### config.mk
export PLATFORM = sky130hd
export DESIGN_NAME = alu_result_pipe
export DESIGN_NICKNAME = d
export VERILOG_FILES = /design/src/rtl/alu_result_pipe.sv
export SDC_FILE = /design/constraint.sdc
export NUM_CORES = 1
export LEC_CHECK = 0
export ABC_AREA = 1
export CAP_MARGIN = 25
export CORE_ASPECT_RATIO = 0.7
export CORE_MARGIN = 2
export CORE_UTILIZATION = 45
export CTS_CLUSTER_DIAMETER = 60
export DETAILED_ROUTE_END_ITERATION = 8
export GPL_ROUTABILITY_DRIVEN = 0
export PLACE_DENSITY = 0.8
export SETUP_SLACK_MARGIN = 0.4
export SYNTH_ARGS = -nofsm -noshare
export SYNTH_HDL_FRONTEND = slang
export SYNTH_SLANG_ARGS = --single-unit
### constraint.sdc
create_clock -name clk -period 3.85 [get_ports clk]
set_input_delay 0.77 -clock clk [delete_from_list [all_inputs] [get_ports clk]]
set_output_delay 0.77 -clock clk [all_outputs]
set_load 0.005 [all_outputs]
### src/rtl/alu_result_pipe.sv
// ALU result select stage followed by a DEPTH-entry ready/valid FIFO.
// Result and zero flag are captured at acceptance; outputs come from registered head state only.
module alu_result_pipe #(
    parameter int WIDTH = 32,
    parameter int DEPTH = 2,
    localparam int CW = $clog2(DEPTH + 1),
    localparam int PW = $clog2(DEPTH)
) (
    input  logic             clk,
    input  logic             rst,
    input  logic             in_valid,
    output logic             in_ready,
    input  logic [WIDTH-1:0] in_and,
    input  logic [WIDTH-1:0] in_or,
    input  logic [WIDTH-1:0] in_sum,
    input  logic             in_less,
    input  logic [1:0]       in_sel,
    output logic             out_valid,
    input  logic             out_ready,
    output logic [WIDTH-1:0] out_result,
    output logic             out_zero,
    output logic [CW-1:0]    out_count
);

    typedef enum logic [1:0] {
        SEL_AND = 2'b00,
        SEL_OR  = 2'b01,
        SEL_SUM = 2'b10,
        SEL_SLT = 2'b11
    } sel_e;

    logic [DEPTH-1:0][WIDTH-1:0] res_mem;
    logic [DEPTH-1:0]            zero_mem;
    logic [PW-1:0]               rd_ptr;
    logic [PW-1:0]               wr_ptr;
    logic [CW-1:0]               count;
    logic [WIDTH-1:0]            sel_result;
    logic                        sel_zero;
    logic                        push;
    logic                        pop;

    always_comb begin
        sel_result = '0;
        case (sel_e'(in_sel))
            SEL_AND: sel_result = in_and;
            SEL_OR:  sel_result = in_or;
            SEL_SUM: sel_result = in_sum;
            SEL_SLT: sel_result = {{(WIDTH-1){1'b0}}, in_less};
            default: sel_result = '0;
        endcase
        sel_zero = (sel_result == '0);
    end

    // Handshake qualifiers depend only on registered count, never on the other side's ready.
    assign in_ready  = (count < CW'(DEPTH));
    assign out_valid = (count != '0);
    assign push      = in_valid & in_ready;
    assign pop       = out_valid & out_ready;

    function automatic logic [PW-1:0] next_ptr(input logic [PW-1:0] p);
        return (p == PW'(DEPTH - 1)) ? '0 : p + PW'(1);
    endfunction

    always_ff @(posedge clk or posedge rst) begin
        if (rst) begin
            rd_ptr   <= '0;
            wr_ptr   <= '0;
            count    <= '0;
            res_mem  <= '0;
            zero_mem <= '0;
        end else begin
            if (push) begin
                res_mem[wr_ptr]  <= sel_result;
                zero_mem[wr_ptr] <= sel_zero;
                wr_ptr           <= next_ptr(wr_ptr);
            end
            if (pop)
                rd_ptr <= next_ptr(rd_ptr);
            case ({push, pop})
                2'b10:   count <= count + CW'(1);
                2'b01:   count <= count - CW'(1);
                default: count <= count;
            endcase
        end
    end

    assign out_result = res_mem[rd_ptr];
    assign out_zero   = zero_mem[rd_ptr];
    assign out_count  = count;

endmodule

Word-level counts from Yosys, hierarchy flattened
Cells that the tools add are included.

Register bits after elaboration: 70. Input bits: 103. Output and inout port bits: 37.

Muxes and demuxes: 14. Add/subtract/negate cells: 4. Reduce and logical (&&, ||, !) cells: 5. Equality and inequality tests: 5. Bitwise operators: 2. $lt $le $gt $ge: 4.

Operators with widths (count): 32-bit case mux with 4 select lines (1); 32-bit 2-to-1 mux (3); 64-bit bitwise mux (1); 32-bit demux with 1-bit select (1); 32-bit zero test (1); 2-bit == test (second input constant) (3); 1-bit 2-to-1 mux (5); 2-bit by 1-bit == test with 1-bit output (second input constant) (2); 1-bit by 2-bit < comparator with 1-bit output (second input constant) (2); 2-bit case mux with 2 select lines (1); 2-bit nonzero test (2); 1-bit adder (second input constant) (2); 2-bit by 1-bit adder with 2-bit output (second input constant) (1); 1-bit bitwise AND (2); 2-bit bitwise mux (1); 2-bit zero test (1); 2-bit < comparator (second input constant) (1); 2-bit by 1-bit subtractor with 2-bit output (second input constant) (1); 1-bit demux with 1-bit select (1); 1-bit greater-or-equal comparator (second input constant) (1); 1-bit logical AND (1).

Longest topological paths before layout
Word-level depth: 5. Depth in mapped cells: 12.

Worst setup path after synthesis
OpenSTA, ideal clock, no wires.

Path kind: input -> register. Start: in in_sel[1]. End: reg zero_mem[0]. Path slack: 1.978 ns. Path buffers: 2. Stages on the path: 11. Required time: 3.784 ns. Data arrival time: 1.807 ns. Cells stage by stage: buf_4 clkbuf_1 nand3_1 nand2_1 nor2_1 nand2_1 nor2_1 nand2_1 nor2_1 nand3_1 nand2_1.

Word-level cells in the longest chain between the ends: 4. Elaborated cells between the ends (all ways): 7. Those cells by class: eq/ne (3); mux (2); reduce/logical (2).

Ends and longest elaborated chain: start, declared (line 17) `input logic [1:0] in_sel,`; 2-bit == test (tied with other cells) (line 44) `case (sel_e'(in_sel))`; 32-bit case mux with 4 select lines * (line 44); 32-bit zero test * (line 51) `sel_zero = (sel_result == '0);`; 2-bit bitwise mux * (line 74) `zero_mem[wr_ptr] <= sel_zero;`; end signal, assigned by index (line 74); end, declared (line 33) `logic [DEPTH-1:0] zero_mem;`.

Mark *: on every way between the ends. The rest lies on a longest branch, timed or not. A chain may end at the register's enable or synchronous reset.

Final worst setup path
Start: reg rd_ptr. End: out out_result[8].

Word-level cells in the longest chain between the ends: 2.

Ends and longest elaborated chain: start, declared (line 34) `logic [PW-1:0] rd_ptr;`; start signal, assigned (line 78) `rd_ptr <= next_ptr(rd_ptr);`; 32-bit 2-to-1 mux (implied by the code) (2 in series) (line 87) `assign out_result = res_mem[rd_ptr];`; end, declared (line 20) `output logic [WIDTH-1:0] out_result,`.

No other way between the ends. The select of a mux whose other input is x is not followed.

==> results.txt <==
Entering global routing, the biggest net connects 49 pins. The remaining routing DRC violations is 0. The min-delay analysis places its worst path in the category flop to flop. The total wirelength of the detailed-routed design is 12300 µm. Measured in cells, the most critical reg-to-reg path has a length of 5. The number of buffers and inverters on the critical path is 3. The number of cells upsized or downsized after cts is 0. The number of max-slew violations in the final report came to 0. Among the stages of the critical path, the cell type that occurs most often is nand2_1.

The worst flop-to-flop path startpoint is out_count[1]. The number of placement rows came out at 28. The per-instance average area after synthesis came out at around 6.6 µm².

In this run, distinct cell masters in the synthesized netlist total 18. The worst setup path is launched from a flop. For this run, the register share of the synthesized area comes to 0.451. The final count of negative-setup-slack endpoints is 0. The clock latency on the worst-skew pair came out at 0.33 ns. The synthesis-stage register bit count came out at 70. The initial cell density of the core came out at 0.462. The total power divided by cell area is ~630 mW/mm². The count of buffers added on input and output ports is 139. Among all flip-flop cells after synthesis, the most frequent one is dfrtp_1. Summing all placed instances gives a cell area of 0.00533 mm².

Of the total synthesized cell area, the portion taken by full adders, half adders and majority gates is 0.00322. From left edge to right edge, the die measures 115 µm. The final clock period utilization by the worst path came out at 0.780. The share of Yosys cell area claimed by the top area cell type is 0.451.

The worst slack at placement is approximately 0.76 ns. Counting flops with a built-in enable in the synthesized netlist gives 0. The number of buffers inserted to repair setup after CTS is 0. The simple logic cell fraction of the synthesized area is 0.377. The detailed placement HPWL came out at 8840 µm.

The area growth from synthesis to layout is 44.8%. The number of max-cap violations is 0. The signal on the critical path passes through clkinv_1 > buf_4 > nand2_1 > nand2_1 > clkdlybuf4s50_1. The final number of hold-violating endpoints came to 0. The maximum operating frequency came out at ~330 MHz. The multiplexer fraction of the synthesized cell area is 0. The floorplan step defined a core boundary enclosing between 0.008 and 0.009 mm². The number of cells on the worst hold path came out at 2. In the global route stage, overall resource usage came out at 0.267. The critical path is of the flop to output port type. The ratio of routed vias to standard cells came out at roughly 5.3. The initial antenna violation count was 0. The height of the die is about 82 µm. The flow ran to the end, and the final reports show no timing, DRC or antenna violations. STA puts the critical path data required time at 3.08 ns. In the synthesized netlist, the number of instances is 586.

The buffer cell driving the clock tree root is clkbuf_16. The critical hold path startpoint is res_mem[29]. The post-route clock skew came out at a little over 0.005 ns. The top-level I/O count came out at 140. The count of synthesis-stage warnings from yosys is 0.

In the final layout, the share of cells above drive strength 1 is 0.0406. By count the netlist is led by nand2_1 (246), nor2_1 (75), dfrtp_1 (70), o21ai_0 (65), nand3_1 (48). TritonCTS built the clock tree. The leakage power figure came out at 2.86 nW. The transition time at the pin with the least slew margin came out at around 0.89 ns. The final total power came out at 0.00354 W. The critical path arrival came out at 2.23 ns.

The residual overflow from global routing is 0. In this run the critical register-to-register path is captured at res_mem[62]. By area, the combinational part of the netlist is dominated by simple AND/OR/NAND/NOR gates.

Hold repair after CTS inserted 0 buffers. The number of antenna diodes in the final layout is 0. The die area came out at 0.00940 mm². The net count of the finished layout is between 800 and 900. Setup repair after global routing left no endpoint under its margin. CTS saw 70 sinks. The peak supply drop is 0.322 mV. Once detail routing completed, the nets flagged for antenna violations numbered 0. Dividing the detail-routed wire length by the instance count gives 15.0 µm.

The cell family contributing the most delay on the critical path is buffers and inverters. The number of H-tree branching levels came out at 3. The worst path in the final design needs a cycle of 3.00 ns, including I/O delays and setup. The xor/xnor share of the synthesized area came out at 0.00676. The delay of the slowest cell on the worst path is 0.48 ns. The overall via count from detail_route is 4317.

Yosys instantiated no cell more often than nand2_1. The headroom to the max-slew limit came out at 0.404. By area the synthesized netlist is led by dfrtp_1 (45%), nand2_1 (24%), o21ai_0 (8.4%). The cell type of the slowest stage on the worst timing path is clkinv_1. The via count of the first global-routing pass is 3922. The first global-routing pass estimated 19300 µm of wire. Once layout is done, the placed cells without fillers occupy about 0.0056 mm². Synthesis produced a netlist with a net count of 690. The number of violations reported at the end of detailed-routing iteration 0 is about 350. The area of the mapped netlist came out at 0.00388 mm². The post-synthesis cell type with the largest combined area is dfrtp_1. The post-synthesis async set-or-reset flop share came out at 1.00. Summed over all failing endpoints, the final setup total negative slack is 0 ns. The post-synthesis compound-gate area fraction came out at 0.0850. After clock tree synthesis, the clock-pin slew on the worst setup and hold paths is 0.05 ns. The detailed-router iteration count before antenna repair is 4.

Of all nets on the critical path, the largest fanout is 18. Clock tree synthesis inserted a total of 9 buffers. The path with the worst hold slack has its endpoint at res_mem[29]. The internal reg-to-reg setup slack came out at 1.83 ns.

STA classifies the critical path endpoint as an output port. The post-layout worst setup margin is 0.845 ns. The maximum buffer depth of the clock tree is 2.
==> worst max path at each step <==
stage | startpoint | to | slack (ns) | cells past startpoint
2_1_floorplan | rst | out_count[0] | 1.31 | 1
3_3_place_gp | in_sel[0] | zero_mem[1] | 0.86 | 11
3_5_place_dp | in_sel[0] | zero_mem[1] | 0.76 | 11
4_1_cts | rd_ptr | out_result[22] | 0.84 | 5
5_1_grt | rd_ptr | out_result[8] | 0.75 | 5
6_report | rd_ptr | out_result[8] | 0.85 | 5
==> cell usage in the layout, fill, tap and decap left out <==
cell,Yosys,routed
nand2_1,246,246
clkdlybuf4s50_1,0,139
nor2_1,75,75
dfrtp_1,70,70
o21ai_0,65,65
nand3_1,48,47
inv_1,37,36
clkbuf_16,0,9
buf_4,4,9
inv_2,2,3
clkbuf_8,0,3
xor2_1,2,2
nand2_2,1,1
xnor2_1,1,1
or2_1,1,1
nand3_2,0,1
clkinv_1,1,1
or2_2,1,1
a21oi_1,1,1
ha_1,1,1
clkbuf_1,24,1
clkinv_2,0,1
buf_12,0,1
==> report_power, final <==
| group | internal, W | switching (W) | leakage [nW] | total [W] |
|---|---|---|---|---|
| Sequential | 0.00106 | 0.000183 | 0.897 | 0.00124 |
| Combinational | 0.000759 | 0.000777 | 1.82 | 0.00154 |
| Clock | 0.000480 | 0.000285 | 0.138 | 0.000766 |
| Total | 0.00230 | 0.00124 | 2.86 | 0.00354 |
==> tightest hold or removal path: stages, from the launching register on <==
cell	delay, ns
dfrtp_1	0.34
nand2_1	0.05
o21ai_0	0.05
==> area by class of cell <==
class / count / area [µm²]
clock buffers: 13 / 270
repair buffers: 149 / 1480
fillers: 703 / 2780
clock inverters: 1 / 5.00
multi-input cells: 442 / 1840
well taps: 105 / 131
flip-flops and latches: 70 / 1750
inverters: 40 / 150
==> routing by layer <==
layer  wire length (µm)  GRT usage  vias up
met5                  0          0        -
met4                139     0.0614        0
li1                   -          -     2063
met1               5470      0.371     2037
met3               1190     0.0849       18
met2               5470      0.411      199
==> registers in the layout (all words and copies together) (netlist names) <==
register / flops
wr_ptr: 1
zero_mem: 2
out_count: 2
res_mem: 64
rd_ptr: 1
==> cell families (layout without fill, tap and decap cells) <==
group                    count (synthesis)  in the layout
XOR/XNOR                                 3              3
adder cells (fa/ha/maj)                  1              1
AND/OR/NAND/NOR                        372            372
AO/OA/AOI/OAI                           66             66
flip-flops                              70             70
buffers and inverters                   74            203
==> metrics by stage <==
step	hold WS (ns)	cells	utilization
6_report	0.481	820	0.669
5_1_grt	0.498	820	0.669
4_1_cts	0.486	819	0.667
3_5_place_dp	0.473	805	0.634
3_3_place_gp	0.465	805	0.634
2_1_floorplan	0.449	586	-
Note: power is estimated with default switching activity, not from simulation.
